`src/rtl/axis_frame_packetizer.sv`:
```
// Regroups a merged AXI4-Stream into bounded packets: tlast closes on upstream tlast, a beat
// limit, or an idle timeout. A one-beat hold register delays each beat until its tlast is known.
module axis_frame_packetizer #(
  parameter int unsigned DATA_WIDTH  = 64,
  parameter int unsigned MAX_PKT_LEN = 256,
  parameter int unsigned TIMEOUT     = 1024,
  parameter int unsigned CNT_WIDTH   = 32
) (
  input  logic                  clk,
  input  logic                  rst,
  input  logic                  s_axis_tvalid,
  input  logic [DATA_WIDTH-1:0] s_axis_tdata,
  input  logic                  s_axis_tlast,
  output logic                  s_axis_tready,
  output logic                  m_axis_tvalid,
  output logic [DATA_WIDTH-1:0] m_axis_tdata,
  output logic                  m_axis_tlast,
  input  logic                  m_axis_tready,
  output logic [CNT_WIDTH-1:0]  pkt_count,
  output logic [CNT_WIDTH-1:0]  timeout_count
);

  localparam int unsigned IdleW = (TIMEOUT > 1) ? $clog2(TIMEOUT) : 1;
  localparam logic [IdleW-1:0] IdleLast = IdleW'((TIMEOUT > 0) ? TIMEOUT - 1 : 0);
  localparam logic [15:0] MaxLen = 16'(MAX_PKT_LEN);

  logic                  h_valid_q, h_valid_d;
  logic [DATA_WIDTH-1:0] h_data_q, h_data_d;
  logic                  h_final_q, h_final_d;
  logic                  o_valid_q, o_valid_d;
  logic [DATA_WIDTH-1:0] o_data_q, o_data_d;
  logic                  o_last_q, o_last_d;
  logic [15:0]           beat_cnt_q, beat_cnt_d;
  logic [IdleW-1:0]      idle_cnt_q, idle_cnt_d;
  logic [CNT_WIDTH-1:0]  pkt_count_q, pkt_count_d;
  logic [CNT_WIDTH-1:0]  timeout_count_q, timeout_count_d;

  logic        o_free, h_move, s_hs, idle_inc, tmo_fire;
  logic [15:0] beat_base, beat_next;

  always_comb begin
    o_free        = !o_valid_q || m_axis_tready;
    // A non-final beat may only leave H once its successor proves it is not the packet end.
    h_move        = h_valid_q && o_free && (h_final_q || s_axis_tvalid);
    s_axis_tready = !h_valid_q || h_move;
    s_hs          = s_axis_tvalid && s_axis_tready;
    idle_inc      = (TIMEOUT != 0) && h_valid_q && !h_final_q && !s_axis_tvalid;
    tmo_fire      = idle_inc && (idle_cnt_q == IdleLast);
    beat_base     = (h_move && h_final_q) ? 16'd0 : beat_cnt_q;
    beat_next     = beat_base + 16'd1;

    h_valid_d       = h_valid_q;
    h_data_d        = h_data_q;
    h_final_d       = h_final_q;
    beat_cnt_d      = beat_cnt_q;
    idle_cnt_d      = (idle_inc && !tmo_fire) ? idle_cnt_q + IdleW'(1) : '0;
    o_valid_d       = o_valid_q;
    o_data_d        = o_data_q;
    o_last_d        = o_last_q;
    pkt_count_d     = pkt_count_q;
    timeout_count_d = timeout_count_q;

    if (h_move) begin
      h_valid_d = 1'b0;
      h_final_d = 1'b0;
      if (h_final_q) beat_cnt_d = '0;
    end
    if (s_hs) begin
      h_valid_d  = 1'b1;
      h_data_d   = s_axis_tdata;
      h_final_d  = s_axis_tlast || (beat_next == MaxLen);
      beat_cnt_d = beat_next;
    end
    // Latched in H so a blocked output still closes the packet once it frees.
    if (tmo_fire) begin
      h_final_d       = 1'b1;
      timeout_count_d = timeout_count_q + CNT_WIDTH'(1);
    end

    if (o_free) begin
      o_valid_d = h_move;
      if (h_move) begin
        o_data_d = h_data_q;
        o_last_d = h_final_q;
      end
    end
    if (o_valid_q && m_axis_tready && o_last_q) pkt_count_d = pkt_count_q + CNT_WIDTH'(1);
  end

  always_ff @(posedge clk) begin
    if (rst) begin
      h_valid_q       <= 1'b0;
      h_data_q        <= '0;
      h_final_q       <= 1'b0;
      o_valid_q       <= 1'b0;
      o_data_q        <= '0;
      o_last_q        <= 1'b0;
      beat_cnt_q      <= '0;
      idle_cnt_q      <= '0;
      pkt_count_q     <= '0;
      timeout_count_q <= '0;
    end else begin
      h_valid_q       <= h_valid_d;
      h_data_q        <= h_data_d;
      h_final_q       <= h_final_d;
      o_valid_q       <= o_valid_d;
      o_data_q        <= o_data_d;
      o_last_q        <= o_last_d;
      beat_cnt_q      <= beat_cnt_d;
      idle_cnt_q      <= idle_cnt_d;
      pkt_count_q     <= pkt_count_d;
      timeout_count_q <= timeout_count_d;
    end
  end

  assign m_axis_tvalid = o_valid_q;
  assign m_axis_tdata  = o_data_q;
  assign m_axis_tlast  = o_last_q;
  assign pkt_count     = pkt_count_q;
  assign timeout_count = timeout_count_q;

endmodule
```
`config.mk`:
```
export PLATFORM = sky130hd
export DESIGN_NAME = axis_frame_packetizer
export DESIGN_NICKNAME = d
export VERILOG_FILES = /design/src/rtl/axis_frame_packetizer.sv
export SDC_FILE = /design/constraint.sdc
export NUM_CORES = 1
export LEC_CHECK = 0
export CAP_MARGIN = 25
export CORE_MARGIN = 1
export CORE_UTILIZATION = 35
export DETAILED_ROUTE_END_ITERATION = 10
export HOLD_SLACK_MARGIN = 0.12
export SKIP_CTS_REPAIR_TIMING = 1
export SLEW_MARGIN = 5
export SYNTH_ARGS = -nofsm -noshare
export SYNTH_HDL_FRONTEND = slang
export SYNTH_SLANG_ARGS = --single-unit
```
`constraint.sdc`:
```
create_clock -name clk -period 5.6 [get_ports clk]
set_clock_uncertainty 0.15 [all_clocks]
set_input_delay 0.56 -clock clk [delete_from_list [all_inputs] [get_ports clk]]
set_output_delay 0.56 -clock clk [all_outputs]
set_load 0.02 [all_outputs]
```
==> results of run 1 <==
worst reg2reg max path: cells and delay by family (launching register included):
kind                     cells  cell delay [ps]
flip-flops                   1              380
adder cells (fa/ha/maj)      1              270
AO/OA/AOI/OAI                4              880
AND/OR/NAND/NOR              5             1280
cell usage after synthesis (3+ instances only):
master    number  area share, %
a21oi_1      137            7.8
and2_1         8           0.57
and3_1        14            1.0
and4_1        10            1.0
buf_1          4           0.17
clkbuf_1      55            2.4
dfxtp_1      222             51
ha_1           5           0.71
inv_1          7           0.30
mux2i_1        3           0.34
nand2_1      300             13
nand2b_1       4           0.29
nand3_1       36            2.1
nand4_1       19            1.4
nor2_1       103            4.4
nor3_1         6           0.34
nor3b_1        3           0.26
nor4_1         4           0.29
nor4_4         3           0.73
o21ai_0        6           0.34
or3_1          7           0.50
xnor2_1       32            3.2
xor2_1        57            5.7
state kept, by name (all words and copies together) (netlist names):
name / cells
beat_cnt_q: 16
h_data_q: 64
h_final_q: 1
h_valid_q: 1
idle_cnt_q: 10
m_axis_tdata: 64
m_axis_tlast: 1
m_axis_tvalid: 1
pkt_count: 32
timeout_count: 32
kinds of logic after synthesis:
logic type | count (synthesis) | share of synthesized area [%]
and+or+nand+nor | 525 | 26.4
DFF | 222 | 50.6
AOI/OAI and AO/OA | 161 | 9.88
adders and majority gates | 5 | 0.713
buffers and inverters | 69 | 3.12
xor gates and xnor gates | 89 | 8.88
muxes | 3 | 0.342
through the flow:
step	utilization [%]	instance area [µm²]	hold WS, ps	cells	total power, mW
floorplan	-	8780	280	1074	1.79
global placement	45.0	11000	285	1540	1.89
detailed placement	45.1	11000	292	1541	1.90
CTS	48.6	11900	301	1585	3.57
global route	48.6	11900	312	1585	3.66
finish	48.6	11900	298	1585	3.52
per-layer routing:
metal	track usage, %	share of wire (%)
met5	0	0
met4	4.76	2.3
met2	27.8	46
met1	22.1	46
met3	3.33	5.0
final cells by class:
cell class	count	area share (%)
Clock inverter	6	0.611
Multi-Input combinational cell	783	34.4
Timing Repair Buffer	205	17.3
Tap cell	324	3.41
Inverter	7	0.221
Clock buffer	38	6.60
Sequential cell	222	37.4
how the worst max path moves through the flow:
stage	startpoint	end	slack (ps)	depth (start not counted)
final	m_axis_tready	h_final_q	2370	11
after global routing	m_axis_tready	h_final_q	2110	11
after CTS	m_axis_tready	h_final_q	2430	11
after detailed placement	m_axis_tready	h_final_q	1890	11
after global placement	m_axis_tready	h_final_q	1960	11
after floorplan	m_axis_tready	h_final_q	2610	12
where the power goes:
group / total [mW] / internal (mW) / switching [mW] / leakage, nW
clock: 1.66 / 1.01 / 0.647 / 0.425
combinational: 0.220 / 0.0948 / 0.126 / 1.98
sequential: 1.64 / 1.62 / 0.0214 / 1.80
total: 3.52 / 2.72 / 0.794 / 4.21
==> impl_metrics.tcl, run 1 <==
set metrics [dict create \
    status "finished clean" \
    coreArea_um2 24500 \
    yosysWarnings 0 \
    cap_violations 0 \
    wl_per_cell_um 13.8 \
    critPathMaxStageDelay_ps 460 \
    grt_pass1_vias 7069 \
    rsz0062_at_grt "false" \
    regArea_um2 4440 \
    cts_tree "done" \
    multi_input_area_um2 4090 \
    drc 0 \
    ant_nets 0 \
    antenna_found_initial 0 \
    synthFlopType "dfxtp_1" \
    syn_nets 1148 \
    gp_congestion 0.867 \
    startpoint_type "input port" \
    htreeDepth 1 \
    grt_pass1_wl_um 36300 \
    initialDrtViolationCount 312 \
    cp.required_ps 5900 \
    period_needed_ps 3230 \
    diodes 0 \
    hp-start "h_data_q[44]" \
    synth_edf_count 0 \
    grt_max_degree 125 \
    ys_ff_latch 222 \
    clkLatencyLatePin_ps 530 \
    synth_cell_types 45 \
    crit_chain "clkdlybuf4s50_1 > nand2b_1 > nand2_1 > and2_1 > ha_1 > and3_1 > o211ai_1 > o311a_1 > nor3b_1 > o2111ai_1 > a211oi_1" \
    finalWorstSetupSlack_ps 2370 \
    grt_usage_pct 16.8 \
    syn-cell-area_um2 8780 \
    syn_area_per_cell_um2 8.17 \
    syn_to_final_growth_pct 35.4 \
    fp.dieArea_um2 25700 \
    rr_startpoint "m_axis_tvalid" \
    cts-root-buf "clkbuf_16" \
    chipWidth_um 160 \
    finalSetupTns_ps 0 \
    rows 57 \
    die_y_um 160 \
    drive_above_1_share_pct 4.84 \
    cp_top_family "simple AND/OR/NAND/NOR gates" \
    io_buffer_count 199 \
    dr.pass1.iters 4 \
    hpwlAfterDp_um 13900 \
    hold_depth 2 \
    end_kind "register" \
    p_leak_nw 4.21 \
    clock.fmax_mhz 310 \
    cts_buffers 25 \
    r2r-end "h_final_q" \
    worstRegToRegCells 10 \
    viasPerCell 4.78 \
    hold_class "reg -> reg" \
    ir_drop_mv 0.176 \
    finalNetCount 1318 \
    hold_end "m_axis_tdata[44]" \
    critPathArrivalTime_ps 3530 \
    cp_max_fo 11 \
    io_pins 200 \
    setup_viol_count_final 0 \
    r2r_slack_ps 2570 \
    period_share_pct 57.6 \
    final-hold-violation-count 0 \
    worst_path_max_delay_cell "clkdlybuf4s50_1" \
    maxSlewHeadroom_pct 30.5 \
    grt_overflow 0 \
    synthArstFlopShare_pct 0 \
    num_vias 7571 \
    syn_inst 1074 \
    layout_commonest_cell "nand2_1" \
    pre_cts_ws_ps 1890 \
    yosysSeqAreaShare_pct 50.6 \
    final_cell_mix "nand2_1, dfxtp_1, clkdlybuf4s50_1, a21oi_1, nor2_1" \
    totalWireLength_um 21900 \
    clockBufferDepth 3 \
    criticalPathCategory "in -> reg" \
    crit_buf_inv 1 \
    clk_pin_slew_ps 60 \
    worst_pin_slew_ps 1040 \
    cts_sinks 222 \
    fillers 2365 \
    start_util_pct 35.9 \
    powerDensity_nw_per_um2 296 \
    drv_slew 0 \
]
Note: power is estimated with default switching activity, not from simulation.
==> run 2: changes to the inputs <==
- clock period: 5.6 -> 2.7 ns (I/O delays scaled with it)
==> run 2 against run 1 <==
Compared with the run above:
- sequential cell count unchanged
- via count grew 0.65%
- sequential share of layout area fell by 0.78 points
- power up 110%
- routed wire length up 1.3%
- non-clock buffer count rose by 27
- highest routed layer unchanged
- combinational power increased by 120%
- register-to-register slack got worse by 2400 ps
- critical endpoint unchanged
- cell area increased by 2.2%
- cell count is 1.9% higher
- critical path type is now reg -> reg
- largest power group unchanged
- sequential power is 110% higher
- worst setup slack got worse by 2200 ps
==> impl_metrics.tcl, run 2 (synthesized netlist as in run 1, its figures left out) <==
set metrics [dict create \
    grt_usage_pct 17.2 \
    antenna_found_initial 0 \
    finalWorstSetupSlack_ps 218 \
    syn_to_final_growth_pct 38.3 \
    grt_max_degree 116 \
    pre_cts_ws_ps -93.4 \
    end_kind "register" \
    initialDrtViolationCount 354 \
    start_util_pct 35.9 \
    hold_class "in -> reg" \
    grt_pass1_wl_um 36900 \
    final-hold-violation-count 0 \
    stdcell_area_um2 12100 \
    clock.fmax_mhz 403 \
    stdcell_count 1615 \
    rsz0062_at_grt "false" \
    cp_max_fo 6 \
    ant_nets 0 \
    setup_viol_count_final 0 \
    io_pins 200 \
    holdWs_ps 141 \
    period_share_pct 91.9 \
    cts-root-buf "clkbuf_16" \
    status "finished clean" \
    cap_violations 0 \
    viasPerCell 4.72 \
    worst_pin_slew_ps 534 \
    wl_met1_um 10100 \
    drive_above_1_share_pct 6.89 \
    grt_pass1_vias 7238 \
    place_inst 1567 \
    die_y_um 160 \
    clkLatencyLatePin_ps 520 \
    drc 0 \
    clk_pin_slew_ps 60 \
    cts_sinks 222 \
    p_leak_nw 4.37 \
    placed_cell_area_um2 11200 \
    gp_congestion 0.848 \
    grt_overflow 0 \
    criticalPathCategory "reg -> reg" \
    htreeDepth 1 \
    startpoint_type "register" \
    cp.required_ps 2980 \
    period_needed_ps 2480 \
    cts_buffers 26 \
    io_buffer_count 199 \
    dr.pass1.iters 4 \
    met2WireLength_um 10300 \
    wl_met3_um 1190 \
    hpwlAfterDp_um 14300 \
    coreArea_um2 24500 \
    maxSlewHeadroom_pct 64.4 \
    finalNetCount 1346 \
    num_vias 7620 \
    wl_per_cell_um 13.7 \
    final_cell_mix "nand2_1, dfxtp_1, clkdlybuf4s50_1, a21oi_1, nor2_1" \
    totalWireLength_um 22100 \
    clockBufferDepth 3 \
    diodes 0 \
    layout_commonest_cell "nand2_1" \
    critPathArrivalTime_ps 2760 \
    cts_tree "done" \
    rows 57 \
    ir_drop_mv 0.442 \
    chipWidth_um 160 \
    finalSetupTns_ps 0 \
    top_layer_used "met4" \
    drv_slew 0 \
    fillers 2425 \
    powerDensity_nw_per_um2 615 \
    fp.dieArea_um2 25700 \
]
[run 2: report_power, final]
| part | switching [mW] | internal, mW | total, mW |
|---|---|---|---|
| clock network | 1.38 | 2.21 | 3.58 |
| registers | 0.0413 | 3.36 | 3.40 |
| logic | 0.269 | 0.216 | 0.485 |
| total | 1.69 | 5.78 | 7.47 |
[run 2: metal layers]
metal	up-vias	GRT usage (%)
met5	-	0
met1	3487	22.3
met4	0	5.37
li1	3942	-
met2	159	28.6
met3	32	3.62
[run 2: stage by stage]
step                utilization, %  power [mW]
finish                        49.6        7.47
detailed placement            46.0        3.96
floorplan                        -        3.71
global placement              46.0        3.96
global route                  49.6        7.79
CTS                           49.6        7.59
[run 2: final cells by class]
cell class / count / area (µm²) / share of cell area (%)
clock buffers: 38 / 787 / 6.48
clock inverters: 9 / 103 / 0.845
inverters: 7 / 26.3 / 0.216
multi-input cells: 783 / 4090 / 33.7
flip-flops and latches: 222 / 4450 / 36.6
well taps: 324 / 405 / 3.34
repair buffers: 232 / 2280 / 18.8
[run 2: worst paths after layout]
kind | startpoint | to | slack, ps | cells after the start
worst min-delay path | s_axis_tdata[59] | h_data_q[59] | 140 | 3
worst min register to register | h_data_q[38] | m_axis_tdata[38] | 300 | 2
worst max-delay path | h_final_q | h_final_q | 220 | 10
worst max register to register | h_final_q | h_final_q | 220 | 10
[run 2: worst max-delay path, stage by stage, from the launching register on]
cell and delay (ps):
dfxtp_1 360, and2_1 190, nand2_1 100, and2_1 160, ha_1 210, nand2_1 80
or2_2 310, xnor2_1 130, nor4_1 320, o2111ai_1 160, a211oi_1 240
==> run 3: changes to the inputs <==
- CORE_UTILIZATION: 35 -> 45
- PLACE_DENSITY: not set -> 0.76
==> run 3 against run 2 <==
Compared with the run above:
- cell count decreased by 4.4%
- worst hold slack improved by 13 ps
- routed wire length is 3.8% lower
- via count is 1.3% higher
- sequential share of layout area increased by 0.62 points
- maximum frequency shrank 0.23%
- clock-buffer cell count fell by 3
- global-route usage up 4.0 points
- sequential cell count unchanged
==> impl_metrics.tcl, run 3 (synthesized netlist as in run 1, its figures left out) <==
set metrics [dict create \
    dr.pass1.iters 4 \
    hold_depth 3 \
    die_y_um 142 \
    crit_chain "ha_1 > nand3_4 > or3_1 > nor4_4 > buf_4 > nand4_1 > xor2_1 > nor2_1" \
    setup_viol_count_final 0 \
    clk_pin_slew_ps 60 \
    cp_max_fo 11 \
    place_inst 1501 \
    rows 50 \
    final_cell_mix "nand2_1, dfxtp_1, clkdlybuf4s50_1, a21oi_1, nor2_1" \
    final-hold-violation-count 0 \
    clockBufferDepth 3 \
    powerDensity_nw_per_um2 586 \
    layout_commonest_cell "nand2_1" \
    utilization_pct 63.2 \
    criticalPathCategory "reg -> reg" \
    rsz0062_at_grt "false" \
    worstRegToRegCells 8 \
    grt_pass1_vias 7123 \
    cts_buffers 24 \
    grt_usage_pct 21.2 \
    totalWireLength_um 21300 \
    drc 0 \
    io_buffer_count 199 \
    clkLatencyLatePin_ps 510 \
    pre_cts_ws_ps -158 \
    worst_path_max_delay_cell "or3_1" \
    htreeDepth 1 \
    initialDrtViolationCount 282 \
    hp-start "s_axis_tdata[58]" \
    critPathArrivalTime_ps 2720 \
    p_leak_nw 4.31 \
    grt_pass1_wl_um 34900 \
    worst_pin_slew_ps 545 \
    finalWorstSetupSlack_ps 213 \
    fp.dieArea_um2 20100 \
    stdcell_count 1544 \
    fillers 1666 \
    cp.required_ps 2930 \
    critPathMaxStageDelay_ps 530 \
    drv_slew 0 \
    start_util_pct 46.5 \
    cap_violations 0 \
    cts-root-buf "clkbuf_16" \
    finalNetCount 1342 \
    grt_overflow 0 \
    chipWidth_um 142 \
    maxSlewHeadroom_pct 63.3 \
    cp-startpoint "idle_cnt_q[0]" \
    rr_startpoint "idle_cnt_q[0]" \
    ant_nets 0 \
    io_pins 200 \
    coreArea_um2 18900 \
    hpwlAfterDp_um 14000 \
    num_vias 7721 \
    drive_above_1_share_pct 6.39 \
    end_kind "register" \
    startpoint_type "register" \
    period_needed_ps 2490 \
    placed_cell_area_um2 11200 \
    finalSetupTns_ps 0 \
    stdcell_area_um2 11900 \
    diodes 0 \
    ir_drop_mv 0.520 \
    power_mw 7.00 \
    clock.fmax_mhz 402 \
    period_share_pct 92.1 \
    holdWs_ps 155 \
    gp_congestion 0.843 \
    cts_sinks 222 \
    cts_tree "done" \
    syn_to_final_growth_pct 36.0 \
    viasPerCell 5.00 \
    status "finished clean" \
    antenna_found_initial 0 \
    hold_class "in -> reg" \
    grt_max_degree 113 \
    wl_per_cell_um 13.8 \
]
-- run 3: changes by cell type in the layout (fill, tap and decap cells not counted) --
| cell | delta |
|---|---|
| nor4_1 | -1 |
| clkbuf_16 | -2 |
| clkinv_2 | +1 |
| nor4_2 | +1 |
| clkinv_4 | -1 |
| buf_12 | +2 |
| buf_4 | -4 |
| clkbuf_1 | +1 |
| bufinv_16 | -2 |
| clkbuf_8 | -2 |
-- run 3: path summary, 6_finish.rpt --
path | endpoint | slack [ps]
max | timeout_count[27] | 210
min | h_data_q[58] | 150
max reg2reg | timeout_count[27] | 210
min reg2reg | m_axis_tdata[35] | 300
-- run 3: per-layer routing --
metal | track usage [%] | part of all wire, % | up-vias | routed length (µm)
li1 | - | - | 3931 | -
met1 | 26.6 | 44 | 3582 | 9430
met2 | 36.3 | 48 | 175 | 10200
met3 | 4.18 | 5.5 | 33 | 1160
met4 | 6.85 | 2.2 | 0 | 468
met5 | 0 | 0 | - | 0
-- run 3: final cells by class --
class / instances / area [µm²] / area share, %
sequential: 222 / 4450 / 37.2
multi-input combinational: 783 / 4100 / 34.3
timing repair buffer: 230 / 2290 / 19.2
clock buffer: 35 / 713 / 5.97
tap: 260 / 325 / 2.72
clock inverter: 7 / 38.8 / 0.325
inverter: 7 / 26.3 / 0.220
-- run 3: critical path: cells and delay by family, from the launching register on --
family	cells	cell delay, ps
fa+ha+maj	1	250
xor+xnor	1	210
flops	1	370
simple gates	5	1170
buf+inv	1	220
-- run 3: report_power, final --
part	switching (mW)	internal [mW]	total, mW
clock	1.29	1.83	3.11
sequential	0.0412	3.36	3.40
combinational	0.266	0.220	0.486
